### src/rtl/path_pkg.sv
// Shared types and helpers for the frequency/amplitude path search controller.
// The saturating helpers work on 32-bit carriers; callers pass the real width.
package path_pkg;

    localparam int STATE_W = 3;

    typedef enum logic [STATE_W-1:0] {
        S_IDLE    = 3'd0,
        S_CLIMB   = 3'd1,
        S_DESCEND = 3'd2,
        S_HOLD    = 3'd3,
        S_FAULT   = 3'd4
    } state_t;

    function automatic logic [31:0] sat_add(input logic [31:0] a, input logic [31:0] b, input int w);
        logic [32:0] sum;
        logic [32:0] lim;
        sum = {1'b0, a} + {1'b0, b};
        lim = (33'd1 << w) - 33'd1;
        return (sum > lim) ? lim[31:0] : sum[31:0];
    endfunction

    function automatic logic [31:0] sat_sub(input logic [31:0] a, input logic [31:0] b);
        return (a > b) ? (a - b) : 32'd0;
    endfunction

endpackage

### src/rtl/path_search_ctrl_stress_filter.sv
// Stress comparator; with STRESS_FILTER_EN defined, a 2-of-3 majority over the last three ticks.
// Combinational from stress_lvl to s; history shifts only on tick.
module stress_filter #(
    parameter int STRESS_W   = 4,
    parameter int STRESS_THR = 8
) (
    input  logic [STRESS_W-1:0] stress_lvl,
    output logic                s
`ifdef STRESS_FILTER_EN
    ,
    input  logic                clk,
    input  logic                reset,
    input  logic                tick
`endif
);

    logic raw;
    assign raw = (32'(stress_lvl) >= 32'(STRESS_THR));

`ifdef STRESS_FILTER_EN
    logic h1;
    logic h2;

    always_ff @(posedge clk) begin
        if (!reset) begin
            h1 <= 1'b0;
            h2 <= 1'b0;
        end else if (tick) begin
            h1 <= raw;
            h2 <= h1;
        end
    end

    assign s = (raw & h1) | (raw & h2) | (h1 & h2);
`else
    assign s = raw;
`endif

endmodule

### src/rtl/path_search_ctrl.sv
// Walks freq/amp setpoints toward low stress, with sticky fault on persistent stress (STRESS_FILTER_EN adds majority filtering).
// Outputs registered, updated on the edge that samples tick=1; no backpressure.
module path_search_ctrl
    import path_pkg::*;
#(
    parameter int FREQ_W     = 8,
    parameter int AMP_W      = 8,
    parameter int STRESS_W   = 4,
    parameter int STRESS_THR = 8,
    parameter int STEP       = 4,
    parameter int FREQ_INIT  = 128,
    parameter int AMP_INIT   = 200,
    parameter int HOLD_CYC   = 4,
    parameter int ERR_LIMIT  = 16
) (
    input  logic                clk,
    input  logic                reset,
    input  logic                tick,
    input  logic [STRESS_W-1:0] stress_lvl,
    input  logic                flow,
    input  logic                clear_err,
    output logic [FREQ_W-1:0]   freq,
    output logic [AMP_W-1:0]    amp,
    output logic                fplus,
    output logic                fmin,
    output logic                amin,
    output logic                error,
    output logic [STATE_W-1:0]  state
);

    localparam int BAD_W  = $clog2(ERR_LIMIT + 1);
    localparam int HOLD_W = (HOLD_CYC < 1) ? 1 : $clog2(HOLD_CYC + 1);

    state_t            st;
    logic [BAD_W-1:0]  bad_cnt;
    logic [BAD_W-1:0]  bad_nxt;
    logic [HOLD_W-1:0] hold_cnt;
    logic              s;
    logic [FREQ_W-1:0] freq_up;
    logic [FREQ_W-1:0] freq_dn;
    logic [AMP_W-1:0]  amp_dn;

    stress_filter #(
        .STRESS_W  (STRESS_W),
        .STRESS_THR(STRESS_THR)
    ) u_filter (
        .stress_lvl(stress_lvl),
        .s         (s)
`ifdef STRESS_FILTER_EN
        ,
        .clk       (clk),
        .reset     (reset),
        .tick      (tick)
`endif
    );

    assign freq_up = FREQ_W'(sat_add(32'(freq), 32'(STEP), FREQ_W));
    assign freq_dn = FREQ_W'(sat_sub(32'(freq), 32'(STEP)));
    assign amp_dn  = AMP_W'(sat_sub(32'(amp), 32'(STEP)));
    assign state   = st;

    always_comb begin
        bad_nxt = '0;
        if (s) begin
            bad_nxt = (bad_cnt == BAD_W'(ERR_LIMIT)) ? bad_cnt : bad_cnt + BAD_W'(1);
        end
    end

    always_ff @(posedge clk) begin
        if (!reset) begin
            st       <= S_IDLE;
            freq     <= FREQ_W'(FREQ_INIT);
            amp      <= AMP_W'(AMP_INIT);
            fplus    <= 1'b0;
            fmin     <= 1'b0;
            amin     <= 1'b0;
            error    <= 1'b0;
            bad_cnt  <= '0;
            hold_cnt <= '0;
        end else begin
            fplus <= 1'b0;
            fmin  <= 1'b0;
            amin  <= 1'b0;
            if (tick) begin
                bad_cnt <= bad_nxt;
                // Persistent stress preempts both the normal move and any clear request.
                if (st != S_FAULT && bad_nxt == BAD_W'(ERR_LIMIT)) begin
                    st    <= S_FAULT;
                    error <= 1'b1;
                end else begin
                    case (st)
                        S_IDLE: st <= S_CLIMB;
                        S_CLIMB: begin
                            if (s) begin
                                if (flow) begin
                                    freq  <= freq_up;
                                    fplus <= (freq_up != freq);
                                end else begin
                                    st <= S_DESCEND;
                                end
                            end else begin
                                st       <= S_HOLD;
                                hold_cnt <= HOLD_W'(HOLD_CYC);
                            end
                        end
                        S_DESCEND: begin
                            if (s) begin
                                freq <= freq_dn;
                                amp  <= amp_dn;
                                fmin <= (freq_dn != freq);
                                amin <= (amp_dn != amp);
                            end else begin
                                st       <= S_HOLD;
                                hold_cnt <= HOLD_W'(HOLD_CYC);
                            end
                        end
                        S_HOLD: begin
                            if (!s) begin
                                if (hold_cnt <= HOLD_W'(1)) begin
                                    hold_cnt <= '0;
                                    st       <= S_CLIMB;
                                end else begin
                                    hold_cnt <= hold_cnt - HOLD_W'(1);
                                end
                            end else begin
                                st <= flow ? S_CLIMB : S_DESCEND;
                            end
                        end
                        S_FAULT: begin
                            if (clear_err && !s) begin
                                st    <= S_IDLE;
                                error <= 1'b0;
                                freq  <= FREQ_W'(FREQ_INIT);
                                amp   <= AMP_W'(AMP_INIT);
                            end else begin
                                amp  <= amp_dn;
                                amin <= (amp_dn != amp);
                            end
                        end
                        default: st <= S_IDLE;
                    endcase
                end
            end
        end
    end

endmodule

### config.mk
export PLATFORM = sky130hd
export DESIGN_NAME = path_search_ctrl
export DESIGN_NICKNAME = d
export VERILOG_FILES = /design/src/rtl/path_pkg.sv /design/src/rtl/path_search_ctrl_stress_filter.sv /design/src/rtl/path_search_ctrl.sv
export SDC_FILE = /design/constraint.sdc
export NUM_CORES = 1
export LEC_CHECK = 0
export CORE_AREA = 3 3 60 62
export CTS_CLUSTER_SIZE = 24
export DETAILED_ROUTE_END_ITERATION = 7
export DIE_AREA = 0 0 63 65
export DONT_BUFFER_PORTS = 1
export GPL_TIMING_DRIVEN = 0
export PLACE_DENSITY = 0.94
export SYNTH_ARGS = -nofsm -noshare
export SYNTH_HDL_FRONTEND = slang
export SYNTH_SLANG_ARGS = --single-unit
### constraint.sdc
create_clock -name clk -period 4.52 [get_ports clk]
set_clock_uncertainty 0.05 [all_clocks]
set_input_delay 0.904 -clock clk [delete_from_list [all_inputs] [get_ports clk]]
set_output_delay 0.904 -clock clk [all_outputs]
set_load 0.02 [all_outputs]
After elaboration in Yosys (flattened, before gate mapping)
Cells that the tools add are included.

Register bits: 31. Output and inout port bits: 23. Bits of input ports: 9. Word-level logic and storage cells: 96.

Add/sub/neg operators: 5. Bitwise gates (word level): 7. Equality and inequality tests: 20. Magnitude comparators: 5. Mux-type cells: 32. Reductions and logical operators: 18.

Operators by type and width (number): 8-bit 2-to-1 mux (9); 3-bit 2-to-1 mux (10); 8-bit != test (3); 8-bit case mux with 3 select lines (1); 8-bit by 3-bit > comparator with 1-bit output, second input constant (2); 8-bit case mux with 2 select lines (1); 8-bit by 3-bit subtractor with 8-bit output, second input constant (2); 3-bit case mux with 5 select lines (1); 2-bit != test, second input constant (6); 5-bit == test, second input constant (2); 5-bit 2-to-1 mux (2); 5-bit AND reduction (2); 8-bit by 3-bit adder with 9-bit output, second input constant (1); 9-bit by 8-bit > comparator with 1-bit output, second input constant (1); 3-bit != test, second input constant (3); 4-bit != test, second input constant (2); 2-bit nonzero test (4); 1-bit NOT (7); 7-bit AND reduction (1); 3-bit by 2-bit == test with 1-bit output, second input constant (2); 3-bit case mux with 2 select lines (1); 6-bit OR reduction (1); 5-bit by 1-bit adder with 5-bit output, second input constant (1); 1-bit 2-to-1 mux (5); other kinds (16) (17).

Longest topological paths before layout
Depth in word-level cells: 7. Mapped depth: 8. Depth with buffers taken out: 7.

Cells and area by module
A second synthesis with hierarchy kept.

Cell total of the unflattened synthesis: 260. Area total of the unflattened synthesis: 2175.8 sq um.

By module, submodules not included: path_search_ctrl (seq. area each 620.6 sq um, area an instance 2172.1 sq um, instances 1, cells an instance 259); stress_filter (seq. area each 0.0 sq um, area an instance 3.8 sq um, instances 1, cells an instance 1).

Worst setup path after synthesis
Ideal clock, no wire load.

Path kind: input to register. Start: in stress_lvl[3]. End: reg amp[6]. Data arrival time: 2.062 ns. Required time: 4.348 ns. Stages on the path: 6. Path buffers: 1. Path slack: 2.286 ns. Setup time: 0.122 ns. Cells stage by stage: buf_2 nand2_1 mux2i_1 a41o_2 nor2_1 a221o_1.

Word-level cells in the longest chain between the ends: 6. Elaborated cells on any way between the ends: 11. Classes of those cells: order compare (1); eq/ne (2); mux (3); bitwise (1); reduce/logical (4).

Ends and longest elaborated chain: from (decl) (line path_search_ctrl.sv:19) `input logic [STRESS_W-1:0] stress_lvl,`; 4-bit greater-or-equal comparator (*) (line path_search_ctrl_stress_filter.sv:18) `assign raw = (32'(stress_lvl) >= 32'(STRESS_THR));`; 5-bit 2-to-1 mux (line path_search_ctrl.sv:64) `if (s) begin`; 5-bit == test (line path_search_ctrl.sv:87) `if (st != S_FAULT && bad_nxt == BAD_W'(ERR_LIMIT)) begin`; 1-bit logical AND (line path_search_ctrl.sv:87); 1-bit NOT (no line); 4-bit AND reduction (no line); to (signal assigned) (line path_search_ctrl.sv:73) `amp <= AMP_W'(AMP_INIT);`; to (signal assigned) (line path_search_ctrl.sv:109) `amp <= amp_dn;`; to (signal assigned) (line path_search_ctrl.sv:134) `amp <= AMP_W'(AMP_INIT);`; to (decl) (line path_search_ctrl.sv:23) `output logic [AMP_W-1:0] amp,`.

Mark *: on every way between the ends. The rest lies on a longest branch, timed or not. A chain may end at the register's enable or synchronous reset.

Worst setup path in the final report
Start: reg freq[2]. End: reg freq[5].

Word-level cells in the longest chain between the ends: 6. Elaborated cells on any way between the ends: 10. Classes of those cells: add/sub (2); order compare (2); mux (6).

Ends and longest elaborated chain: from (decl) (line path_search_ctrl.sv:22) `output logic [FREQ_W-1:0] freq,`; from (signal assigned) (line path_search_ctrl.sv:72) `freq <= FREQ_W'(FREQ_INIT);`; from (signal assigned) (line path_search_ctrl.sv:96) `freq <= freq_up;`; from (signal assigned) (line path_search_ctrl.sv:108) `freq <= freq_dn;`; 8-bit by 3-bit adder with 9-bit output (line path_pkg.sv:18) `sum = {1'b0, a} + {1'b0, b};`; 9-bit by 8-bit > comparator with 1-bit output (line path_pkg.sv:20) `return (sum > lim) ? lim[31:0] : sum[31:0];`; 8-bit 2-to-1 mux (line path_pkg.sv:20); 8-bit 2-to-1 mux (line path_search_ctrl.sv:95) `if (flow) begin`; 8-bit 2-to-1 mux (line path_search_ctrl.sv:94) `if (s) begin`; 8-bit case mux with 3 select lines (*) (line path_search_ctrl.sv:91) `case (st)`.

Mark *: on every way between the ends. The rest lies on a longest branch, timed or not. The select of a mux whose other input is x is not followed.

==> metrics.txt <==
status completed; vias in the first global route 1930; full die area 0.00410 mm²; Post-synth top cells 31 x dfxtp_1, 29 x nand2_1, 22 x nor2_1; Leak 0.843 nW; Final Slew Violations 0; Reg2Reg Depth 8; Top Ports 32; Max FO, Critical Path 8; Core Region 0.00308 mm²; Mean Syn Cell Area 8.09 µm²; detailed-route wire length per cell 16.6 µm; ys async rst share 0%; CTS sink cnt 31; # resized after CTS 0; Post-CTS Hold Fix Bufs 0; Net Count, Synth 280; Layout area overhead 5.26%; clock slew at reported path FFs 0.10 ns; type of the most critical hold path register to register; Die H 65 µm; gr ovfl total 0; worst-margin pin slew 0.511 ns; post-CTS setup buffer count 0; PwrDens 245 mW/mm²; post-synth top area cell dfxtp_1; Max H-tree Level 2; startpoint types register; Critical R2R Capture freq[5]; Rows 20; Synth top area share 29.3%; CTS tree done; via count 2102; Vias per Instance 6.72; Critical Path RT 4.73 ns; Detail Route Antenna Nets 0; smallest setup slack after layout 2.04 ns; Antenna diodes 0; r2r startpoint freq[2]; Ys Warns 0; clock root cell clkbuf_4; drt pass-1 iters 5; worst hold endpoint bad_cnt[4]; critical path type register to register; design area 0.00223 mm²; share of layout cells above drive strength 1 11.2%; hold_sp bad_cnt[4]; die width 63 µm; Netlist cell types 62; number of synthesized flops with an enable pin 0; cts bufs inserted 5; worst vdd ir 0.000169 V; Worst-Skew Late Latency 0.34 ns; Slew headroom 65.8%; synth top area cells dfxtp_1 29%, ha_1 5.3%, nand2_1 5.1%; Worst EP arrival 2.68 ns; sum of negative setup slack 0 ns; Hold Path Cell Cnt 2; commonest register cell after synthesis dfxtp_1; Seq cells post-synth 31; Final setup viols 0; first-pass GRT wire length 8880 µm; WL final 5200 µm; Tmin final 2.48 ns; first-iteration detailed-routing DRC count 191; Achievable Freq 404 MHz; Initial Util 68.8%; most numerous cell in the Yosys netlist dfxtp_1; crit path capture type register; gr usage total 27.1%; Syn Inst Count 262; placed inst area 0.00217 mm²; unrepaired setup endpoints after global routing false; post-place setup slack 2.04 ns; Fin. Hold Viols 0; final period utilization 54.8%; I/O Buffers 0; RePlAce Congestion 0.893; R2R Setup Slk 2.04 ns; Pwr Total 0.000546 W; crit path from freq[2]; Post-DP HPWL 3820 µm; DRC 0; largest net degree at the start of global routing 11; CTS max path bufs 2; # Max-Cap Violations 0; Seq/Total Area, Yosys 29.3%; post-synthesis cell area 0.00212 mm²; Layout Nets 287; antenna violations before repair 0
[power by group]
| part | total [W] | switching, W | internal [W] |
|---|---|---|---|
| Sequential | 0.000290 | 0.0000119 | 0.000278 |
| Combinational | 0.0000864 | 0.0000541 | 0.0000323 |
| Clock | 0.000169 | 0.0000969 | 0.0000719 |
| Total | 0.000546 | 0.000163 | 0.000383 |
[stage by stage]
step           util, %  instances  hold WS (ns)
6_report          72.4        313         0.449
5_1_grt           72.4        313         0.493
4_1_cts           72.4        313         0.453
3_5_place_dp      70.6        306         0.438
3_3_place_gp      70.6        306         0.423
2_1_floorplan        -        262         0.405
[state kept, by name (all words and copies together), names as in the netlist]
register  count
hold_cnt      3
bad_cnt       5
amp           8
fmin          1
error         1
freq          8
fplus         1
state         3
amin          1
[how the worst max path moves through the flow]
stage | endpoint | cells past startpoint | slack, ns
4_1_cts | freq[5] | 8 | 2.04
3_3_place_gp | amp[6] | 6 | 2.09
6_report | freq[5] | 8 | 2.04
3_5_place_dp | freq[5] | 8 | 2.04
2_1_floorplan | amp[6] | 6 | 2.29
5_1_grt | freq[5] | 8 | 1.78
[cells in the final DEF, fill, tap and decap left out, types with 5 or more instances in the layout]
master     n
dfxtp_1   31
ha_1       9
a311oi_1   5
nor2_1    22
o21ai_0    6
nor3_1    10
clkbuf_1   6
a21oi_1   10
and3_1     6
o211ai_1   8
a31oi_1    6
nand2_1   29
clkbuf_4   5
nand3_1    9
inv_1     14
[logic make-up after synthesis]
kind of cell             Yosys count  share of synthesized area [%]
XOR/XNOR                           3                           1.24
buffers and inverters             29                           6.79
adder cells (fa/ha/maj)            9                           5.32
AND/OR/NAND/NOR                  118                           30.3
AO/OA/AOI/OAI                     68                           25.0
multiplexers                       4                           2.01
flip-flops                        31                           29.3
[area by class of cell]
class	instances	area (µm²)
inverter	14	52.6
fill	251	848
multi-input combinational	202	1350
sequential	31	621
buffer	15	91.3
clock buffer	6	51.3
clock inverter	1	5.00
tap	44	55.1
[per-layer routing]
metal	GRT usage, %	share of wire, %
met1	33.7	43
met2	44.9	46
met3	6.24	9.2
met4	11.3	2.0
met5	0	0
[critical path, stage by stage (launching register included)]
cell      delay [ns]
dfxtp_1         0.50
clkbuf_1        0.30
inv_1           0.11
ha_1            0.30
nor4b_1         0.47
a22oi_4         0.14
o22ai_1         0.19
a31oi_1         0.10
a211oi_1        0.23
No activity file was read; power rests on OpenSTA's default activity.
